$ cat src/rtl/pc_sequencer_if.sv
// -----------------------------------------------------------------------------
// pc_sequencer_if
// Instruction-fetch bus between the fetch/execute sequencer and instruction
// memory.
//   mem_req  : fetch request (sequencer -> memory)
//   mem_addr : fetch address (sequencer -> memory)
//   mem_ack  : read data valid (memory -> sequencer)
//   instr    : read data (memory -> sequencer)
// The master modport is the sequencer side; the slave modport is the memory side.
// -----------------------------------------------------------------------------
interface pc_sequencer_if #(
   parameter int ADDR_W = 16,
   parameter int DATA_W = 16
);
   logic              mem_req;
   logic [ADDR_W-1:0] mem_addr;
   logic              mem_ack;
   logic [DATA_W-1:0] instr;

   modport master (
      output mem_req,
      output mem_addr,
      input  mem_ack,
      input  instr
   );

   modport slave (
      input  mem_req,
      input  mem_addr,
      output mem_ack,
      output instr
   );
endinterface

$ cat src/rtl/pc_sequencer.sv
// -----------------------------------------------------------------------------
// pc_sequencer
// Multicycle fetch/execute controller that owns the write port of the program
// counter register. Each instruction is fetched over a req/ack handshake,
// latched into the instruction register, and then stepped through
// DECODE, EXECUTE and WRITEBACK. WRITEBACK commits either PC+1 or a branch
// target.
//
// Ports
//   clk           : system clock, rising edge
//   rst           : asynchronous, active-low reset
//   run           : level; enables instruction sequencing
//   halt_req      : external halt request
//   pc_cur        : current PC from the program counter register
//   mem           : instruction-fetch bus (master side)
//   branch_taken  : ALU branch flag, sampled in WRITEBACK
//   branch_target : branch destination, sampled in WRITEBACK
//   ir / ir_valid : instruction register and its valid flag
//   exec_en       : ALU execute strobe
//   wb_en         : register-file write strobe
//   pc_write      : PC load strobe
//   pc_data       : PC load value
//   state         : current FSM state (debug)
//   fault         : sticky fetch-timeout fault
// -----------------------------------------------------------------------------
module pc_sequencer #(
   parameter int          ADDR_W      = 16,
   parameter int          DATA_W      = 16,
   parameter int          MEM_TIMEOUT = 15,
   parameter logic [3:0]  HALT_OPCODE = 4'hF
) (
   input  logic              clk,
   input  logic              rst,
   input  logic              run,
   input  logic              halt_req,
   input  logic [ADDR_W-1:0] pc_cur,
   pc_sequencer_if.master    mem,
   input  logic              branch_taken,
   input  logic [ADDR_W-1:0] branch_target,
   output logic [DATA_W-1:0] ir,
   output logic              ir_valid,
   output logic              exec_en,
   output logic              wb_en,
   output logic              pc_write,
   output logic [ADDR_W-1:0] pc_data,
   output logic [2:0]        state,
   output logic              fault
);

   typedef enum logic [2:0] {
      IDLE      = 3'd0,
      FETCH     = 3'd1,
      DECODE    = 3'd2,
      EXECUTE   = 3'd3,
      WRITEBACK = 3'd4,
      HALTED    = 3'd5,
      FAULT     = 3'd6
   } state_e;

   state_e            state_q, state_d;
   logic [7:0]        tmo_q, tmo_d;
   logic [7:0]        tmo_inc;
   logic [DATA_W-1:0] ir_q, ir_d;
   logic              ir_valid_q, ir_valid_d;
   logic              fault_q, fault_d;
   logic [ADDR_W-1:0] pc_plus1;

   assign tmo_inc  = tmo_q + 8'd1;
   assign pc_plus1 = pc_cur + ADDR_W'(1);

   always_ff @(posedge clk or negedge rst) begin
      if (!rst) begin
         state_q    <= IDLE;
         tmo_q      <= '0;
         ir_q       <= '0;
         ir_valid_q <= 1'b0;
         fault_q    <= 1'b0;
      end else begin
         state_q    <= state_d;
         tmo_q      <= tmo_d;
         ir_q       <= ir_d;
         ir_valid_q <= ir_valid_d;
         fault_q    <= fault_d;
      end
   end

   always_comb begin
      state_d    = state_q;
      tmo_d      = tmo_q;
      ir_d       = ir_q;
      ir_valid_d = ir_valid_q;
      fault_d    = fault_q;

      case (state_q)
         IDLE: begin
            tmo_d = '0;
            if (halt_req)
               state_d = HALTED;
            else if (run)
               state_d = FETCH;
         end

         FETCH: begin
            // tmo_q counts FETCH cycles already spent without an ack, so the
            // MEM_TIMEOUT-th unacknowledged cycle faults; an ack in that same
            // cycle takes priority.
            if (mem.mem_ack) begin
               ir_d       = mem.instr;
               ir_valid_d = 1'b1;
               tmo_d      = '0;
               state_d    = DECODE;
            end else if (tmo_inc == 8'(MEM_TIMEOUT)) begin
               fault_d = 1'b1;
               tmo_d   = '0;
               state_d = FAULT;
            end else begin
               tmo_d = tmo_inc;
            end
         end

         DECODE: begin
            if (ir_q[DATA_W-1 -: 4] == HALT_OPCODE)
               state_d = HALTED;
            else
               state_d = EXECUTE;
         end

         EXECUTE: state_d = WRITEBACK;

         WRITEBACK: begin
            if (halt_req)
               state_d = HALTED;
            else if (!run)
               state_d = IDLE;
            else
               state_d = FETCH;
         end

         HALTED: begin
            if (!run && !halt_req)
               state_d = IDLE;
         end

         FAULT: fault_d = 1'b1;

         default: state_d = IDLE;
      endcase

      // ir_valid is already low in the first HALTED cycle.
      if (state_d == HALTED)
         ir_valid_d = 1'b0;
   end

   // Moore strobes decoded from the registered state only, so they fall as
   // soon as the asynchronous reset forces IDLE.
   assign mem.mem_req  = (state_q == FETCH);
   assign mem.mem_addr = pc_cur;
   assign exec_en      = (state_q == EXECUTE);
   assign wb_en        = (state_q == WRITEBACK);
   assign pc_write     = (state_q == WRITEBACK);
   assign pc_data      = ((state_q == WRITEBACK) && branch_taken) ? branch_target : pc_plus1;

   assign ir       = ir_q;
   assign ir_valid = ir_valid_q;
   assign state    = state_q;
   assign fault    = fault_q;

endmodule

$ cat src/flat_wrapper.sv
// flat-port wrapper written by rule: the top's interface ports become plain ports
module pc_sequencer_flat 
#(
   parameter int          ADDR_W      = 16,
   parameter int          DATA_W      = 16,
   parameter int          MEM_TIMEOUT = 15,
   parameter logic [3:0]  HALT_OPCODE = 4'hF
)
  (clk, rst, run, halt_req, pc_cur, branch_taken, branch_target, ir, ir_valid, exec_en, wb_en, pc_write, pc_data, state, fault, mem_mem_req, mem_mem_addr, mem_mem_ack, mem_instr);
  pc_sequencer_if #(.ADDR_W(ADDR_W), .DATA_W(DATA_W)) mem_i ();
  input  logic clk;
  input  logic rst;
  input  logic run;
  input  logic halt_req;
  input  logic [ADDR_W-1:0] pc_cur;
  input  logic branch_taken;
  input  logic [ADDR_W-1:0] branch_target;
  output logic [DATA_W-1:0] ir;
  output logic ir_valid;
  output logic exec_en;
  output logic wb_en;
  output logic pc_write;
  output logic [ADDR_W-1:0] pc_data;
  output logic [2:0] state;
  output logic fault;
  output wire logic [$bits(mem_i.mem_req)-1:0] mem_mem_req;
  output wire logic [$bits(mem_i.mem_addr)-1:0] mem_mem_addr;
  input wire logic [$bits(mem_i.mem_ack)-1:0] mem_mem_ack;
  input wire logic [$bits(mem_i.instr)-1:0] mem_instr;
  assign mem_mem_req = mem_i.mem_req;
  assign mem_mem_addr = mem_i.mem_addr;
  assign mem_i.mem_ack = mem_mem_ack;
  assign mem_i.instr = mem_instr;
  pc_sequencer #(.ADDR_W(ADDR_W), .DATA_W(DATA_W), .MEM_TIMEOUT(MEM_TIMEOUT), .HALT_OPCODE(HALT_OPCODE)) u_core (.clk(clk), .rst(rst), .run(run), .halt_req(halt_req), .pc_cur(pc_cur), .mem(mem_i), .branch_taken(branch_taken), .branch_target(branch_target), .ir(ir), .ir_valid(ir_valid), .exec_en(exec_en), .wb_en(wb_en), .pc_write(pc_write), .pc_data(pc_data), .state(state), .fault(fault));
endmodule
$ cat config.mk
export PLATFORM = sky130hd
export DESIGN_NAME = pc_sequencer_flat
export DESIGN_NICKNAME = d
export VERILOG_FILES = /design/src/rtl/pc_sequencer_if.sv /design/src/rtl/pc_sequencer.sv /design/src/flat_wrapper.sv
export SDC_FILE = /design/constraint.sdc
export NUM_CORES = 1
export LEC_CHECK = 0
export BUFFER_PORTS_ARGS = -buffer_cell sky130_fd_sc_hd__clkbuf_2
export CAP_MARGIN = 15
export CORE_MARGIN = 4
export CORE_UTILIZATION = 47
export DETAILED_ROUTE_END_ITERATION = 8
export PLACE_DENSITY_LB_ADDON = 0.1
export SYNTH_ARGS = -nofsm -noshare
export SYNTH_HDL_FRONTEND = slang
export SYNTH_SLANG_ARGS = --single-unit
$ cat constraint.sdc
create_clock -name clk -period 4.86 [get_ports clk]
set_clock_uncertainty 0.15 [all_clocks]
set_input_delay 0.972 -clock clk [delete_from_list [all_inputs] [get_ports clk]]
set_output_delay 0.972 -clock clk [all_outputs]
set_load 0.005 [all_outputs]
== Yosys cells after proc, flatten, opt, wreduce, memory -nomap -nowiden ==
Cells that the tools add are included.

* Reductions and logical operators: 12
* Equality and inequality tests: 11
* Multiplexer cells: 19
* Add/sub/neg operators: 2

{| class="wikitable"
|+ Operators by type and width
! cell !! number
|-
| 3-bit two-way mux || 7
|-
| 3-bit one-hot mux with 7 select lines || 1
|-
| 16-bit by 1-bit adder with 16-bit output (second input constant) || 1
|-
| 16-bit two-way mux || 1
|-
| 8-bit two-way mux || 2
|-
| 8-bit one-hot mux with 2 select lines || 1
|-
| 3-bit == test (second input constant) || 4
|-
| 8-bit by 1-bit adder with 8-bit output (second input constant) || 1
|-
| 8-bit by 4-bit == test with 1-bit output (second input constant) || 1
|-
| 2-bit nonzero test || 4
|-
| 3-bit by 2-bit == test with 1-bit output (second input constant) || 2
|-
| 1-bit two-way mux || 6
|-
| 4-bit == test (second input constant) || 1
|-
| 2-bit AND reduction || 2
|-
| 3-bit by 1-bit == test with 1-bit output (second input constant) || 1
|-
| 3-bit zero test || 1
|-
| 3-bit AND reduction || 1
|-
| 1-bit logical AND || 2
|-
| 1-bit zero test || 2
|-
| 2-bit by 1-bit inequality test with 1-bit output (second input constant) || 1
|-
| 2-bit inequality test (second input constant) || 1
|-
| 1-bit one-hot mux with 2 select lines || 1
|}

* Register bits: 29
* Bits of input ports: 54
* Word-level logic and storage cells: 49
* Output and inout port bits: 57

== Logic depth before layout (Yosys ltp) ==
* Depth in word-level cells: 8
* Mapped depth: 7
* Gate-level depth less buffers: 5

== Worst setup path after synthesis ==
OpenSTA, ideal clock, no wires.

* Kind: input to output
* From: input port pc_cur[0]
* To: output port pc_data[8]
* Setup slack: 1.891 ns
* Cell stages on the path: 5
* Data arrival time: 1.847 ns
* Path buffers: 0
* Cells stage by stage: ha_1 and4_1 nand4_1 xor2_1 o21ai_0

* Cells in the longest elaborated chain, start to end: 2

{| class="wikitable"
|+ RTL lines
! item !! line !! text
|-
| start, declared || flat_wrapper.sv:15 || <nowiki>input logic [ADDR_W-1:0] pc_cur;</nowiki>
|-
| 16-bit by 1-bit adder with 16-bit output || pc_sequencer.sv:69 || <nowiki>assign pc_plus1 = pc_cur + ADDR_W'(1);</nowiki>
|-
| 16-bit two-way mux || pc_sequencer.sv:161 || <nowiki>assign pc_data = ((state_q == WRITEBACK) && branch_taken) ? branch_target : pc_plus1;</nowiki>
|-
| end, declared || flat_wrapper.sv:23 || <nowiki>output logic [ADDR_W-1:0] pc_data;</nowiki>
|}

No other way between the ends.

== Final worst setup path ==
* From: input port branch_taken
* To: output port pc_data[1]

* Cells in the longest elaborated chain, start to end: 2

{| class="wikitable"
|+ RTL lines
! item !! line !! text
|-
| start, declared || flat_wrapper.sv:16 || <nowiki>input logic branch_taken;</nowiki>
|-
| 1-bit logical AND || pc_sequencer.sv:161 ||
|-
| 16-bit two-way mux || pc_sequencer.sv:161 ||
|}

No other way between the ends.

==> results by group <==
Status
  – Status: finished clean

Yosys
  – Async SR Flop Fraction: 1.00
  – Synth area leader: dfrtp_1
  – Simple-Gate Fraction of Synth Area: 0.205
  – Synthesized cell area: 1960 um^2
  – Post-Syn Instances: roughly 210
  – EDFF count, synth: 0
  – Main combinational cell family by area after synthesis: simple AND/OR/NAND/NOR gates
  – Yosys warning count: 0
  – Adder-Cell Fraction of Synth Area: 0.0191
  – Post-synthesis sequential area ratio: 0.370
  – Multiplexer share of the synthesized area: 0.0976
  – Synthesized area per cell: 9.25 um^2
  – Fraction of the mapped netlist area in compound gates: 0.124
  – Main synth FF type: dfrtp_1
  – Synth unique cells: 43
  – Synth top area share: 0.370
  – Top post-synthesis cells by area: dfrtp_1 (37%), buf_4 (6.5%), nand2_1 (5.4%)
  – XOR/XNOR Fraction of Synth Area: 0.0715
  – Mapped Nets: approximately 270
  – Synth Register Bits: 29

Critical path
  – Worst Setup SP: branch_taken
  – CP Class: input port to output port
  – CP Cell Sequence: clkbuf_2 -> nor4bb_4 -> buf_4 -> mux2_2 -> clkbuf_2
  – Critical-path cell with the highest stage delay: nor4bb_4
  – Crit path max-delay family: simple AND/OR/NAND/NOR gates
  – Stages on the worst setup path: 5
  – CP max FO: 18
  – CP dominant cell by count: clkbuf_2
  – Worst setup path endpoint: pc_data[1]
  – Cell count of the worst reg-to-reg path: 3
  – CP required: 3.74 ns
  – Reg2reg start: u_core.state[1]$_DFF_PN0_
  – Crit path largest cell delay: 0.59 ns
  – Worst r2r dst: u_core.ir[11]$_DFFE_PN0P_
  – Critical Path Sink Type: output port
  – Internal reg-to-reg setup slack: 2.67 ns
  – Crit path buffers/inverters: 3
  – Startpoint Class: input port
  – Worst EP arrival: about 2.4 ns

Timing
  – Tcrit/Tclk final: 0.730
  – Unrepaired setup endpoints after global routing: false
  – Final hold viol count: 0
  – Slew margin rel.: 0.506
  – Setup tns final: 0 ns
  – Worst-Margin Slew: 0.741 ns
  – Fmax: 0.282 GHz
  – Final setup margin: 1.31 ns
  – Final setup fails: 0
  – Tmin final: 3.55 ns
  – Final hold slack: approximately 0.33 ns
  – Slew Limit Fails: 0

Final layout
  – Layout Cells excl Fill: 354
  – N_diodes: 0
  – Area of the multi-input gates: between 1000 and 1500 um^2
  – Share of cells above drive strength 1: 0.444
  – Register area: 726 um^2
  – Nets@finish: 360
  – Commonest non-fill, non-tap cells in the layout: clkbuf_2 (110), dfrtp_1 (29), nand2_1 (28)
  – Final Instance Area: between 2000 and 2500 um^2
  – # fillers: 396
  – Most common cell after layout, fill and taps aside: clkbuf_2
  – Layout area overhead: 27.1%

Route
  – Detail Route Antenna Nets: 0
  – Via Count: 1842
  – Initial DRC count: 41
  – Remaining DRCs: 0
  – Final WL: 4830 um
  – DR pass1 iterations: 4
  – Routed vias/inst: 5.20
  – Detailed-route wire length per cell: 13.6 um

Placement
  – Post-DP HPWL: 3930 um
  – Dpl cell area: 2390 um^2
  – # port buffers: 110
  – Place WS: between 1 and 1.5 ns
  – Placed Instances: 346
  – GPL Wtd Cong: 0.792

Global route
  – Vias in the first global route: 1766
  – First-pass GRT wire length: 8020 um
  – GRT overflow: 0
  – Initial antenna violation count: 0
  – Total GRT Usage: 0.194
  – Largest net degree at the start of global routing: 30

Clocking
  – Clk sinks: 29
  – # hold bufs at CTS: 0
  – Clk Tree Root Cell: clkbuf_8
  – Worst-path clk slew: 0.06 ns
  – CTS Buf Count: 5
  – Bufs on Longest Clock Path: 2
  – CTS resizes: 0
  – CTS tree: yes
  – H-tree depth: 2
  – Post-CTS Repair Setup Buffers: 0
  – Clock Latency Late Sink: 0.28 ns

Pwr
  – Max VDD drop: 311 uV
  – Power density over cell area: 432 nW/um^2
  – P_leak: around 1.2 nW

Floorplanning
  – Io pins: 111
  – Die ar.: between 5000 and 6000 um^2
  – Die Y: 72.6 um
  – Die Wd: 72.6 um
  – Starting density of the core: 0.487
  – Rows: 23
  – Core area: just over 4000 um^2

Hold path
  – Class of the worst hold path: flip-flop to flip-flop
  – Hold Startpoint: u_core.tmo_q[7]$_DFFE_PN0P_

Job
  – Max-cap viol count: 0
[through the flow]
| step | utilization | power (W) |
|---|---|---|
| 2_1_floorplan | - | 0.000696 |
| 3_5_place_dp | 0.594 | 0.000884 |
| 5_1_grt | 0.618 | 0.00117 |
| 4_1_cts | 0.618 | 0.00110 |
| 6_report | 0.618 | 0.00108 |
| 3_3_place_gp | 0.594 | 0.000872 |
[state kept, by name (all words and copies together) (netlist names)]
signal,count
u_core.fault,1
u_core.ir,16
u_core.ir_valid,1
u_core.state,3
u_core.tmo_q,8
[logic make-up after synthesis]
group / count (synthesis)
DFF: 29
buffers and inverters: 32
AOI/OAI and AO/OA: 40
xor gates and xnor gates: 16
muxes: 17
and+or+nand+nor: 75
adders and majority gates: 3
[where the power goes]
group	leakage, nW	internal [W]	switching [W]	total, W
registers	0.357	0.000333	0.0000844	0.000417
logic	0.821	0.000241	0.000210	0.000450
clock network	0.0512	0.000114	0.0000946	0.000209
total	1.23	0.000688	0.000389	0.00108
[synth_stat cells (5+ instances only)]
library cell and number:
dfrtp_1 29, nand2_1 28, o21ai_0 19, buf_4 17, nand3_1 12, mux2_1 9
mux2_2 8, xnor2_1 8, xor2_1 8, nand4_1 6, inv_1 5, nor2_1 5
o21ai_1 5
[worst min path at each step]
stage | to | slack [ns] | cells after the start
2_1_floorplan | u_core.tmo_q[7]$_DFFE_PN0P_ | 0.29 | 1
3_3_place_gp | u_core.ir[5]$_DFFE_PN0P_ | 0.32 | 1
3_5_place_dp | u_core.tmo_q[7]$_DFFE_PN0P_ | 0.32 | 1
4_1_cts | u_core.tmo_q[7]$_DFFE_PN0P_ | 0.33 | 1
5_1_grt | u_core.tmo_q[7]$_DFFE_PN0P_ | 0.34 | 1
6_report | u_core.tmo_q[7]$_DFFE_PN0P_ | 0.33 | 1
[layer usage]
metal | routed length, um | vias up | track usage | share of wire
li1 | - | 917 | - | -
met1 | 1850 | 847 | 0.219 | 0.38
met2 | 2520 | 71 | 0.361 | 0.52
met3 | 421 | 7 | 0.0537 | 0.087
met4 | 40 | 0 | 0.0430 | 0.0083
met5 | 0 | - | 0 | 0
[final cells by class]
type                            instances  area share
Tap cell                               50      0.0251
Timing Repair Buffer                  111       0.224
Sequential cell                        29       0.291
Clock buffer                            6      0.0331
Multi-Input combinational cell        151       0.413
Inverter                                5     0.00753
Clock inverter                          2     0.00552
(Power assumes the default switching activity.)
